## src/rtl/db_sao_pkg.sv

```systemverilog
// Shared definitions for the SAO cost scheduler: FSM states, SAO type codes
// and the derivation of the signed cost width from the distortion width.
package db_sao_pkg;

    // Scheduler states, 2-bit binary encoding.
    typedef enum logic [1:0] {
        ST_IDLE = 2'd0,
        ST_LOAD = 2'd1,
        ST_CMP  = 2'd2,
        ST_OUT  = 2'd3
    } sao_state_e;

    // SAO type codes reported on res_type_o.
    localparam logic [2:0] SAO_OFF = 3'd0;
    localparam logic [2:0] SAO_EO0 = 3'd1;
    localparam logic [2:0] SAO_EO1 = 3'd2;
    localparam logic [2:0] SAO_EO2 = 3'd3;
    localparam logic [2:0] SAO_EO3 = 3'd4;
    localparam logic [2:0] SAO_BO  = 3'd5;

    // Candidates per component: EO0..EO3 then BO.
    localparam int NUM_CAND = 5;

    // Signed cost width: distortion plus three bits of headroom.
    function automatic int cost_width(input int dis_width);
        return dis_width + 3;
    endfunction

endpackage

```

## src/rtl/db_sao_compare_cost.sv

```systemverilog
// Combinational 5-input signed minimum; on equal costs the lowest index wins.
module db_sao_compare_cost #(
    parameter int CW = 28
) (
    input  logic signed [CW-1:0] cost0,
    input  logic signed [CW-1:0] cost1,
    input  logic signed [CW-1:0] cost2,
    input  logic signed [CW-1:0] cost3,
    input  logic signed [CW-1:0] cost4,
    output logic        [2:0]    min_idx,
    output logic signed [CW-1:0] min_cost
);

    // Linear scan with strict less-than so an equal later cost never displaces an earlier one.
    always_comb begin
        min_idx  = 3'd0;
        min_cost = cost0;
        if (cost1 < min_cost) begin
            min_idx  = 3'd1;
            min_cost = cost1;
        end
        if (cost2 < min_cost) begin
            min_idx  = 3'd2;
            min_cost = cost2;
        end
        if (cost3 < min_cost) begin
            min_idx  = 3'd3;
            min_cost = cost3;
        end
        if (cost4 < min_cost) begin
            min_idx  = 3'd4;
            min_cost = cost4;
        end
    end

endmodule

```

## src/rtl/db_sao_cost_sched.sv

```systemverilog
// SAO cost scheduler: per CTB, loads five candidate costs for each of Y, U, V,
// picks the cheapest (off when no candidate is negative), emits one result per
// component and accumulates the CTB total.
//
// Handshakes: a cost moves when cost_valid_i && cost_ready_o at a rising edge;
// a result moves when res_valid_o && res_ready_i at a rising edge. The producer
// side never needs to wait on ready before raising valid, and result outputs
// hold steady while res_valid_o is high and res_ready_i is low.
module db_sao_cost_sched
    import db_sao_pkg::*;
#(
    parameter int  DIS_WIDTH = 25,
    parameter int  CMP_NUM   = 3,
    localparam int CW        = cost_width(DIS_WIDTH)
) (
    input  logic                 clk,
    input  logic                 rst,
    input  logic                 start_i,
    input  logic signed [CW-1:0] cost_i,
    input  logic                 cost_valid_i,
    output logic                 cost_ready_o,
    output logic        [2:0]    res_type_o,
    output logic signed [CW-1:0] res_cost_o,
    output logic        [1:0]    res_cmp_o,
    output logic                 res_valid_o,
    input  logic                 res_ready_i,
    output logic signed [CW+1:0] ctb_cost_o,
    output logic                 busy_o,
    output logic                 done_o
);

    localparam logic [2:0] LAST_CAND = 3'(NUM_CAND - 1);
    localparam logic [1:0] LAST_CMP  = 2'(CMP_NUM - 1);

    sao_state_e           state;
    logic        [2:0]    cand_cnt;
    logic signed [CW-1:0] slot [NUM_CAND];
    logic        [2:0]    min_idx;
    logic signed [CW-1:0] min_cost;

    db_sao_compare_cost #(
        .CW (CW)
    ) u_cmp (
        .cost0    (slot[0]),
        .cost1    (slot[1]),
        .cost2    (slot[2]),
        .cost3    (slot[3]),
        .cost4    (slot[4]),
        .min_idx  (min_idx),
        .min_cost (min_cost)
    );

    // Handshake readiness and activity are straight decodes of the state register.
    assign cost_ready_o = (state == ST_LOAD);
    assign res_valid_o  = (state == ST_OUT);
    assign busy_o       = (state != ST_IDLE) || done_o;

    // Scheduler FSM: load five costs, register the minimum, present the result, repeat per component.
    always_ff @(posedge clk) begin
        if (rst) begin
            state      <= ST_IDLE;
            cand_cnt   <= 3'd0;
            res_cmp_o  <= 2'd0;
            res_type_o <= SAO_OFF;
            res_cost_o <= '0;
            ctb_cost_o <= '0;
            done_o     <= 1'b0;
            for (int i = 0; i < NUM_CAND; i++) begin
                slot[i] <= '0;
            end
        end else begin
            done_o <= 1'b0;
            case (state)
                ST_IDLE: begin
                    if (start_i) begin
                        res_cmp_o  <= 2'd0;
                        cand_cnt   <= 3'd0;
                        ctb_cost_o <= '0;
                        state      <= ST_LOAD;
                    end
                end
                ST_LOAD: begin
                    if (cost_valid_i) begin
                        slot[cand_cnt] <= cost_i;
                        if (cand_cnt == LAST_CAND) begin
                            state <= ST_CMP;
                        end else begin
                            cand_cnt <= cand_cnt + 3'd1;
                        end
                    end
                end
                ST_CMP: begin
                    // Only a strictly negative cost beats leaving SAO off.
                    if (min_cost < 0) begin
                        res_type_o <= min_idx + 3'd1;
                        res_cost_o <= min_cost;
                    end else begin
                        res_type_o <= SAO_OFF;
                        res_cost_o <= '0;
                    end
                    state <= ST_OUT;
                end
                ST_OUT: begin
                    if (res_ready_i) begin
                        // Two guard bits make the three-component sum wrap-free.
                        ctb_cost_o <= ctb_cost_o + {{2{res_cost_o[CW-1]}}, res_cost_o};
                        if (res_cmp_o == LAST_CMP) begin
                            done_o <= 1'b1;
                            state  <= ST_IDLE;
                        end else begin
                            res_cmp_o <= res_cmp_o + 2'd1;
                            cand_cnt  <= 3'd0;
                            state     <= ST_LOAD;
                        end
                    end
                end
            endcase
        end
    end

endmodule

```

## config.mk

```make
export PLATFORM = sky130hd
export DESIGN_NAME = db_sao_cost_sched
export DESIGN_NICKNAME = d
export VERILOG_FILES = /design/src/rtl/db_sao_pkg.sv /design/src/rtl/db_sao_compare_cost.sv /design/src/rtl/db_sao_cost_sched.sv
export SDC_FILE = /design/constraint.sdc
export NUM_CORES = 1
export LEC_CHECK = 0
export CORE_MARGIN = 1.5
export CORE_UTILIZATION = 60
export DETAILED_ROUTE_END_ITERATION = 8
export GPL_ROUTABILITY_DRIVEN = 0
export GPL_TIMING_DRIVEN = 0
export PLACE_DENSITY_LB_ADDON = 0.3
export SKIP_LAST_GASP = 1
export SYNTH_ARGS = -nofsm -noshare
export SYNTH_HDL_FRONTEND = slang
export SYNTH_HIERARCHICAL = 1
export SYNTH_SLANG_ARGS = --single-unit
```

## constraint.sdc

```tcl
create_clock -name clk -period 27.1 [get_ports clk]
set_input_delay 5.42 -clock clk [delete_from_list [all_inputs] [get_ports clk]]
set_output_delay 5.42 -clock clk [all_outputs]
set_load 0.02 [all_outputs]
```

==> key figures, run 1 <==
Timing
  – Slew Viols, Final: 0
  – Setup_tns: 0 ns
  – Actual slew at the worst max-slew pin: 1.13 ns
  – WHS: between 0.5 and 0.6 ns
  – Max Freq: roughly 80 MHz
  – Clk_skew: ~0.01 ns
  – Final hold vios: 0
  – Final setup viols: 0
  – RSZ-0062 raised after global routing: false
  – Crit share post-route: 0.469
  – Relative slew slack: 0.239
  – Fin crit period: between 10 and 15 ns

CTS
  – Clock buffer depth: 3
  – Clock-pin slew on the worst setup and hold paths: around 0.06 ns
  – CTS H-tree lvls: 1
  – CTS tree: built
  – Postcts setup bufs: 0
  – Resize count post-CTS: 0
  – Clock latency on the worst-skew pair: roughly 0.52 ns
  – Total CTS buffers: 24
  – Hold-fix buffers, CTS: 0
  – Root buffer cell: clkbuf_16
  – Count of clock tree sinks: around 210

Power and ir drop
  – VDD IR max: between 0.05 and 0.06 mV
  – Power per cell area: roughly 76 nW/µm²
  – Leakage: ~6.8 nW

Detailed routing
  – DR WL/cell: approximately 18 µm
  – DRT iter0 DRCs: between 500 and 600
  – Vias per std cell: between 6 and 7
  – Post-route ant nets: 0
  – DR pass1 iterations: 7
  – Final wirelength: 31,900 µm
  – DR vias: around 10,000
  – DRC viols: 0

Die
  – Die width: approximately 150 µm
  – I/O pin count: 100
  – Die Area: about 23,000 µm²
  – Core ar.: around 22,000 µm²
  – Initial cell density of the core: 0.614
  – Die height: roughly 150 µm
  – Row cnt: between 50 and 60

Yosys
  – Synth Register Bits: roughly 210
  – Post-Syn Area per Cell: about 10 µm²
  – Number of flops mapped to enable cells by yosys: 140
  – Area of the mapped netlist: around 13,000 µm²
  – Post-synth cell types: 75
  – Sequential-to-total area share from yosys stat: 0.416
  – Mapped Cells: ~1,300
  – Most used DFF post-synth: edfxtp_1
  – Mapped Nets: roughly 1,500
  – Post-synth top area share: 0.313
  – Yosys top cell by area: edfxtp_1
  – Yosys Warn Count: 6
  – Post-synth ARST share: 0
  – Area contributors post-synth: edfxtp_1 31%, ha_1 14%, dfxtp_1 10%

Placed design
  – Post-placement cell area: roughly 15,000 µm²
  – Hpwl dp: 24,800 µm
  – PortBufs: 98

Run
  – Max Cap Violations: 0

Final layout
  – Design area: roughly 16,000 µm²
  – Layout area overhead: 15.8%
  – Layout cells sized above 1: 0.0658
  – Core Util, Final: 0.711
  – ANT cells: 0
  – Count of nets after finishing: 1,620

Global route
  – Vias in the first global route: between 10,000 and 15,000
  – Largest net degree at the start of global routing: 29
  – Initial antenna violation count: 0
  – Grt ovf: 0
  – First-pass GRT wire length: just over 50,000 µm
  – Total GRT Usage: 0.270

Setup path
  – Crit end category: register
  – Most frequent CP cell: a21o_1
  – CP max stage delay: 0.65 ns
  – Crit path max fanout: 10
  – CP Class: register to register
  – Setup crit start kind: register
  – Critical Path RT: about 27 ns
  – CP Data Arrival Time: 13.09 ns
  – CP max-delay cell: or4_1

Run status
  – Status: finished clean

Worst hold path
  – Type of the worst min-delay path: register to register
==> synthesized netlist by cell type, types with 5 or more instances <==
master and number:
o211ai_1 9, o31ai_1 27, nor2b_1 6, and2_1 140, a21oi_1 57, edfxtp_1 140, o21ai_0 56, or3_1 6
nor3_1 12, nor2_1 89, buf_2 9, o21a_1 11, clkbuf_1 42, nand3_1 13, mux2_4 20, xor2_1 11
a22o_1 12, and3_1 5, ha_1 146, nand2_1 44, a21o_1 32, o21bai_1 5, a211oi_1 9, inv_1 106
a22oi_1 45, nand4_1 28, mux2_1 7, or2_2 5, mux2i_1 57, nand2b_1 11, dfxtp_1 69, xnor2_1 15
==> critical path, delay by kind of cell, from the launching register on <==
kind	cells	cell delay, ns
compound gates	18	4.07
simple gates	13	3.10
buf+inv	6	1.60
mux	4	1.48
fa+ha+maj	4	1.25
xor+xnor	1	0.65
flops	1	0.37
==> report_power, final <==
| group | internal [W] | switching (W) |
|---|---|---|
| Clock | 0.000193 | 0.000131 |
| Sequential | 0.000360 | 0.0000146 |
| Combinational | 0.000210 | 0.000277 |
| Total | 0.000762 | 0.000423 |
==> state kept, by name, indices dropped and copies added (netlist names) <==
signal      cells
state           2
res_cost_o     28
ctb_cost_o     30
res_cmp_o       2
done_o          1
cand_cnt        3
slot          140
res_type_o      3
==> cell type report <==
type,count,area (µm²)
multi-input cells,942,7190
fillers,1572,6330
flip-flops and latches,209,5590
repair buffers,98,981
clock buffers,30,664
inverters,107,402
well taps,280,350
plain buffers,58,268
clock inverters,14,121
==> placed cells by master, fill, tap and decap left out, drive strengths merged, types with 29 or more instances in the layout <==
cell / synthesis / final
dfxtp: 69 / 69
o21ai: 62 / 62
nand2: 44 / 44
clkbuf: 43 / 73
and2: 142 / 142
nor2: 89 / 89
nand4: 29 / 29
clkdlybuf4s50: 0 / 98
inv: 106 / 107
mux2i: 57 / 57
a22oi: 45 / 45
a21oi: 59 / 59
ha: 146 / 146
a21o: 32 / 32
edfxtp: 140 / 140
==> per-stage QoR <==
stage	instances	setup slack, ns	power, W
6_report	1738	14.40	0.00118
5_1_grt	1738	13.72	0.00125
4_1_cts	1738	14.77	0.00118
3_5_place_dp	1694	14.82	0.000857
3_3_place_gp	1694	15.17	0.000838
2_1_floorplan	1316	17.10	0.000735
==> layer usage <==
metal | up-vias | routed length (µm) | global-route usage
li1 | 5043 | - | -
met1 | 4992 | 13500 | 0.338
met2 | 351 | 15400 | 0.477
met3 | 78 | 1800 | 0.0330
met4 | 0 | 1190 | 0.0984
met5 | - | 0 | 0
==> logic make-up (layout without fill, tap and decap cells) <==
group | count (synthesis) | in the layout | share of synthesized area
xor gates and xnor gates | 27 | 27 | 0.0182
buffers and inverters | 165 | 307 | 0.0498
DFF | 209 | 209 | 0.416
muxes | 85 | 85 | 0.0715
AOI/OAI and AO/OA | 305 | 305 | 0.155
adders and majority gates | 147 | 147 | 0.137
and+or+nand+nor | 378 | 378 | 0.152
==> worst paths after layout <==
check | cells after the start | slack [ns] | to | from
max | 46 | 14.40 | res_cost_o[2]$_SDFFE_PP0N_ | slot[0][23]$_SDFFCE_PN0P_
min | 2 | 0.50 | res_type_o[0]$_SDFFE_PP0N_ | res_type_o[0]$_SDFFE_PP0N_
max reg2reg | 46 | 14.40 | res_cost_o[2]$_SDFFE_PP0N_ | slot[0][23]$_SDFFCE_PN0P_
min reg2reg | 2 | 0.50 | res_type_o[0]$_SDFFE_PP0N_ | res_type_o[0]$_SDFFE_PP0N_
(Power assumes the default switching activity.)
==> inputs of run 2 (changes only) <==
CORE_UTILIZATION = 54   (was 60)
clock period = 11.6 ns   (was 27.1 ns; I/O delays follow)
==> key figures, run 2 (synthesis results as in run 1) <==
Run status
  – Status: finished clean

Global route
  – Initial antenna violation count: 0 (unchanged)
  – First-pass GRT wire length: 50,400 µm (-0.95%)
  – Vias in the first global route: 10,000 (-0.70%)
  – Largest net degree at the start of global routing: 29 (unchanged)
  – Total GRT Usage: 0.244 (-0.0256)
  – Grt ovf: 0 (unchanged)

CTS
  – Total CTS buffers: 24 (unchanged)
  – Hold-fix buffers, CTS: 0 (unchanged)
  – Clock latency on the worst-skew pair: 0.54 ns (+0.02 ns)
  – CTS tree: built
  – Root buffer cell: clkbuf_16
  – Clock-pin slew on the worst setup and hold paths: 0.06 ns (about the same)
  – CTS H-tree lvls: 1 (unchanged)
  – Clock buffer depth: 3 (unchanged)
  – Count of clock tree sinks: 209 (unchanged)

Worst hold path
  – WHS Path Cells: 2 (unchanged)
  – Type of the worst min-delay path: register to register
  – Worst Hold Path EP: res_type_o[0]$_SDFFE_PP0N_
  – Hold Crit Start: res_type_o[0]$_SDFFE_PP0N_

Timing
  – Relative slew slack: 0.179 (-0.0593)
  – Final setup viols: 0 (unchanged)
  – Actual slew at the worst max-slew pin: 1.23 ns (+0.0946 ns)
  – Setup_tns: 0 ns (unchanged)
  – Max Freq: 89.9 MHz (+14%)
  – Crit share post-route: 0.959 (+0.490)
  – Clk_skew: 0.0193 ns (+0.00921 ns)
  – WHS: 0.489 ns (-0.0145 ns)
  – Final hold vios: 0 (unchanged)
  – Slew Viols, Final: 0 (unchanged)
  – Fin crit period: 11.12 ns (-1.58 ns)

Setup path
  – Critical Path RT: 11.99 ns (-15.49 ns)
  – Crit end category: register
  – CP Class: register to register
  – Crit path max fanout: 10 (unchanged)
  – R2r startpoint: slot[1][27]$_SDFFCE_PN0P_
  – CP max stage delay: 0.65 ns (about the same)
  – Reg2reg end: res_cost_o[15]$_SDFFE_PP0N_
  – Setup slack, reg-to-reg: 0.48 ns (-13.92 ns)
  – R2r worst-path depth: 47 (+2.2%)
  – Setup crit start kind: register
  – CP Data Arrival Time: 11.51 ns (-1.58 ns)
  – Most frequent CP cell: a21o_1
  – CP max-delay cell: or4_1

Placed design
  – PortBufs: 98 (unchanged)
  – Post-placement cell area: 14,800 µm² (+0.37%)
  – Hpwl dp: 25,400 µm (+2.1%)

Detailed routing
  – Post-route ant nets: 0 (unchanged)
  – DR vias: 10,400 (-0.20%)
  – Vias per std cell: 5.84 (-2.9%)
  – DRC viols: 0 (unchanged)
  – Final wirelength: 32,300 µm (+1.3%)
  – DR WL/cell: 18.1 µm (-1.5%)
  – DRT iter0 DRCs: 609 (+7.2%)
  – DR pass1 iterations: 5 (-2)

Final layout
  – Multi-input logic area: 7270 µm² (+1.2%)
  – Count of nets after finishing: 1,626 (+0.37%)
  – Total area of sequential cells: 5590 µm² (unchanged)
  – FILL cells: 1,935 (+23%)
  – Biggest regs: slot x140, ctb_cost_o x30, res_cost_o x28
  – Most common cell after layout, fill and taps aside: ha_1
  – Layout cells sized above 1: 0.0827 (+0.0169)
  – Top reg by flops: slot
  – Layout area overhead: 17.4%
  – ANT cells: 0 (unchanged)
  – Commonest non-fill, non-tap cells in the layout: 146 x ha_1, 140 x and2_1, 140 x edfxtp_1
  – Design area: 15,800 µm² (+1.4%)
  – Max reg flops: 140 (unchanged)

Die
  – Core ar.: 24,400 µm² (+11%)
  – Initial cell density of the core: 0.551 (-0.0629)
  – Die height: 161 µm (+5.3%)
  – Row cnt: 57 (+5.6%)
  – I/O pin count: 100 (unchanged)
  – Die Area: 25,800 µm² (+11%)
  – Die width: 161 µm (+5.3%)

Power and ir drop
  – Power consumption: 0.00282 W (+140%)
  – Power per cell area: 179 nW/µm² (+130%)
  – VDD IR max: 0.125 mV (+120%)
  – Leakage: 6.83 nW (+0.97%)

Run
  – Max Cap Violations: 0 (unchanged)
==> run 2: worst max-delay path by stage <==
| stage | startpoint | to | slack [ns] | cells after the start |
|---|---|---|---|---|
| after floorplan | slot[1][27]$_SDFFCE_PN0P_ | res_cost_o[20]$_SDFFE_PP0N_ | 1.60 | 46 |
| after global placement | slot[1][27]$_SDFFCE_PN0P_ | res_type_o[1]$_SDFFE_PP0N_ | -0.41 | 46 |
| after detailed placement | slot[1][27]$_SDFFCE_PN0P_ | res_cost_o[1]$_SDFFE_PP0N_ | -0.61 | 46 |
| after CTS | slot[1][27]$_SDFFCE_PN0P_ | res_cost_o[0]$_SDFFE_PP0N_ | 0.006 | 45 |
| after global routing | slot[0][27]$_SDFFCE_PN0P_ | res_cost_o[11]$_SDFFE_PP0N_ | -0.10 | 45 |
| final | slot[1][27]$_SDFFCE_PN0P_ | res_cost_o[15]$_SDFFE_PP0N_ | 0.48 | 47 |
==> run 2: timing repair <==
| item | 4_1_cts | 5_1_grt |
|---|---|---|
| hold endpoints to repair | 0 | 0 |
| pin swaps | 1 | 1 |
| endpoints found under the setup margin | 31 | 31 |
| setup buffers | 2 | 3 |
| cloned | 0 | 1 |
| gates resized for setup | 5 | 31 |
==> run 2: metal layers <==
| metal | track usage | share of wire |
|---|---|---|
| met1 | 0.310 | 0.43 |
| met2 | 0.428 | 0.49 |
| met3 | 0.0258 | 0.054 |
| met4 | 0.0909 | 0.034 |
| met5 | 0 | 0 |
==> run 2: cell type report <==
| type | instances | share of cell area |
|---|---|---|
| clock buffers | 32 | 0.0427 |
| plain buffers | 58 | 0.0182 |
| multi-input cells | 943 | 0.461 |
| clock inverters | 11 | 0.00872 |
| repair buffers | 103 | 0.0646 |
| well taps | 324 | 0.0257 |
| inverters | 107 | 0.0255 |
| flip-flops and latches | 209 | 0.354 |
==> run 2: power by group <==
| group | internal [W] | switching, W |
|---|---|---|
| combinational | 0.000510 | 0.000657 |
| sequential | 0.000840 | 0.0000347 |
| clock | 0.000473 | 0.000306 |
| total | 0.00182 | 0.000998 |
==> run 2: through the flow <==
stage	worst slack, ns	utilization	std cells
after floorplan	1.60	-	1316
after global placement	-0.407	0.608	1738
after detailed placement	-0.608	0.608	1738
after CTS	0.00578	0.643	1783
after global routing	-0.105	0.647	1787
final	0.479	0.647	1787
==> run 2: worst max-delay path, delay by kind of cell (launching register included) <==
| family | cells | cell delay (ns) |
|---|---|---|
| DFF | 1 | 0.40 |
| AOI/OAI and AO/OA | 19 | 3.62 |
| xor gates and xnor gates | 1 | 0.24 |
| muxes | 4 | 1.30 |
| buffers and inverters | 6 | 1.13 |
| adders and majority gates | 4 | 1.17 |
| and+or+nand+nor | 13 | 3.08 |
==> inputs of run 3 (changes only) <==
CORE_ASPECT_RATIO = 0.5   (was not set)
==> key figures, run 3 (synthesis results as in run 1) <==
Worst hold path
  – Hold Crit Start: res_type_o[0]$_SDFFE_PP0N_
  – Worst Hold Path EP: res_type_o[0]$_SDFFE_PP0N_
  – Type of the worst min-delay path: register to register
  – WHS Path Cells: 2 (unchanged)

Final layout
  – FILL cells: 1,882 (-2.7%)
  – Biggest regs: slot x140, ctb_cost_o x30, res_cost_o x28
  – Layout cells sized above 1: 0.0735 (-0.00922)
  – Top reg by flops: slot
  – Max reg flops: 140 (unchanged)
  – Most common cell after layout, fill and taps aside: ha_1
  – Multi-input logic area: 7240 µm² (-0.34%)
  – Design area: 15,600 µm² (-1.2%)
  – Commonest non-fill, non-tap cells in the layout: 146 x ha_1, 140 x and2_1, 140 x edfxtp_1
  – Total area of sequential cells: 5590 µm² (unchanged)
  – Count of nets after finishing: 1,621 (-0.31%)
  – Layout area overhead: 16.0%

Placed design
  – Pre-CTS WS: -0.362 ns (+0.246 ns)
  – PortBufs: 98 (unchanged)
  – Hpwl dp: 26,300 µm (+3.9%)
  – Post-placement cell area: 14,800 µm² (+0.10%)

Power and ir drop
  – Power consumption: 0.00272 W (-3.7%)
  – VDD IR max: 0.0992 mV (-20%)
  – Power Internal: 0.00172 W (-5.8%)
  – Reg power frac: 0.322 (+0.012)
  – Clock power share: 0.244 (-0.032)
  – Power per cell area: 174 nW/µm² (-2.5%)
  – Sw Ratio: 0.368 (+0.0142)
  – Sw Pwr: 0.00100 W (+0.22%)
  – Leakage: 6.73 nW (-1.4%)
  – Gate power share: 0.434 (+0.020)

Die
  – Initial cell density of the core: 0.555 (+0.00381)
  – I/O pin count: 100 (unchanged)
  – Die height: 115 µm (-29%)
  – Die width: 226 µm (+41%)
  – Die Area: 25,900 µm² (+0.22%)
  – Row cnt: 40 (-30%)
  – Core ar.: 24,200 µm² (-0.69%)

Setup path
  – Crit path max fanout: 10 (unchanged)
  – Critical Path RT: 11.98 ns (about the same)
  – Reg2reg end: res_cost_o[6]$_SDFFE_PP0N_
  – CP max-delay cell: or4_1
  – CP max stage delay: 0.63 ns (-0.02 ns)
  – Setup slack, reg-to-reg: 0.39 ns (-0.09 ns)
  – CP Data Arrival Time: 11.59 ns (+0.08 ns)
  – Most frequent CP cell: a21o_1
  – Crit end category: register
  – R2r startpoint: slot[1][23]$_SDFFCE_PN0P_
  – R2r worst-path depth: 44 (-6.4%)
  – CP Class: register to register
  – Setup crit start kind: register

Timing
  – Relative slew slack: 0.204 (+0.0246)
  – Final worst slack: 0.394 ns (-0.0855 ns)
  – Actual slew at the worst max-slew pin: 1.19 ns (-0.0429 ns)
  – Max Freq: 89.2 MHz (-0.76%)
  – Final setup viols: 0 (unchanged)
  – Final hold vios: 0 (unchanged)
  – Clk_skew: 0.0225 ns (+0.00324 ns)
  – Slew Viols, Final: 0 (unchanged)
  – WHS: 0.486 ns (-0.00359 ns)
  – Crit share post-route: 0.966 (+0.00737)
  – Fin crit period: 11.21 ns (+0.0855 ns)

CTS
  – Count of clock tree sinks: 209 (unchanged)
  – CTS tree: built
  – Root buffer cell: clkbuf_16
  – Clock buffer depth: 3 (unchanged)
  – Clock-pin slew on the worst setup and hold paths: 0.06 ns (about the same)
  – CTS H-tree lvls: 1 (unchanged)
  – Total CTS buffers: 21 (-13%)
  – Clock latency on the worst-skew pair: 0.53 ns (about the same)

Detailed routing
  – DRC viols: 0 (unchanged)
  – DR WL/cell: 18.9 µm (+4.4%)
  – M1 WL: 15,500 µm (+13%)
  – Top Metal Used: met4
  – Vias per std cell: 5.94 (+1.7%)
  – DR vias: 10,700 (+2.0%)
  – Post-route ant nets: 0 (unchanged)
  – DRT iter0 DRCs: 1,079 (+77%)
  – WL met3: 2710 µm (+55%)
  – DR pass1 iterations: 7 (+2)
  – Final wirelength: 33,900 µm (+4.8%)
  – Routed wl met2: 15,000 µm (-4.6%)

Run status
  – Status: finished clean

Global route
  – First-pass GRT wire length: 52,300 µm (+3.8%)
  – Vias in the first global route: 10,100 (+0.37%)
  – Grt ovf: 0 (unchanged)
  – Largest net degree at the start of global routing: 29 (unchanged)
  – Initial antenna violation count: 0 (unchanged)
  – Total GRT Usage: 0.260 (+0.0161)

Run
  – Max Cap Violations: 0 (unchanged)
run 3: changes by cell type in the layout (fill, tap and decap cells not counted), sizes merged:
| cell | delta |
|---|---|
| buf | -3 |
| bufinv | -2 |
| clkbuf | -3 |
| clkinv | -1 |
| clkinvlp | +1 |
| diode | +1 |
| inv | +1 |
run 3: cell type report:
cell class / count / area share
multi-input cells: 943 / 0.465
clock inverters: 10 / 0.00497
repair buffers: 101 / 0.0643
inverters: 107 / 0.0258
diodes: 1 / 0.000160
flip-flops and latches: 209 / 0.358
well taps: 336 / 0.0270
clock buffers: 28 / 0.0367
plain buffers: 58 / 0.0185
run 3: critical path: cells and delay by family (launching register included):
kind	cells	cell delay [ns]
flip-flops	1	0.42
multiplexers	4	1.25
buffers and inverters	5	1.11
adder cells (fa/ha/maj)	4	1.26
AND/OR/NAND/NOR	11	2.29
XOR/XNOR	1	0.25
AO/OA/AOI/OAI	19	4.42
run 3: what timing repair did:
action | CTS | global route
hold buffers | 0 | 0
resized for setup | 3 | 25
setup endpoints to repair | 31 | 31
cloned | 0 | 1
setup buffers | 2 | 1
pin swaps | 1 | 0
run 3: routing by layer:
metal / global-route usage / up-vias
li1: - / 5049
met2: 0.422 / 412
met4: 0.0600 / 0
met1: 0.367 / 5138
met5: 0 / -
met3: 0.0408 / 57
run 3: power groups by stage:
stage	Sequential [W]	Combinational [W]	Clock [W]
global placement	0.000887	0.00108	0
detailed placement	0.000890	0.00113	0
finish	0.000875	0.00118	0.000663
floorplan	0.000890	0.000827	0
global route	0.000880	0.00128	0.000697
CTS	0.000874	0.00114	0.000670
run 3: stage by stage:
step	utilization	std cells	setup TNS (ns)
floorplan	-	1316	0
global placement	0.613	1750	-4.59
detailed placement	0.613	1750	-9.92
CTS	0.641	1790	0
global route	0.644	1792	-1.13
finish	0.644	1793	0
run 3: how the worst max path moves through the flow:
stage,to,from,slack [ns]
after floorplan,res_cost_o[20]$_SDFFE_PP0N_,slot[1][27]$_SDFFCE_PN0P_,1.60
final,res_cost_o[6]$_SDFFE_PP0N_,slot[1][23]$_SDFFCE_PN0P_,0.39
after detailed placement,res_cost_o[13]$_SDFFE_PP0N_,slot[1][27]$_SDFFCE_PN0P_,-0.36
after CTS,res_cost_o[13]$_SDFFE_PP0N_,slot[1][27]$_SDFFCE_PN0P_,0.11
after global routing,res_cost_o[6]$_SDFFE_PP0N_,slot[1][23]$_SDFFCE_PN0P_,-0.09
after global placement,res_cost_o[4]$_SDFFE_PP0N_,slot[1][27]$_SDFFCE_PN0P_,-0.17
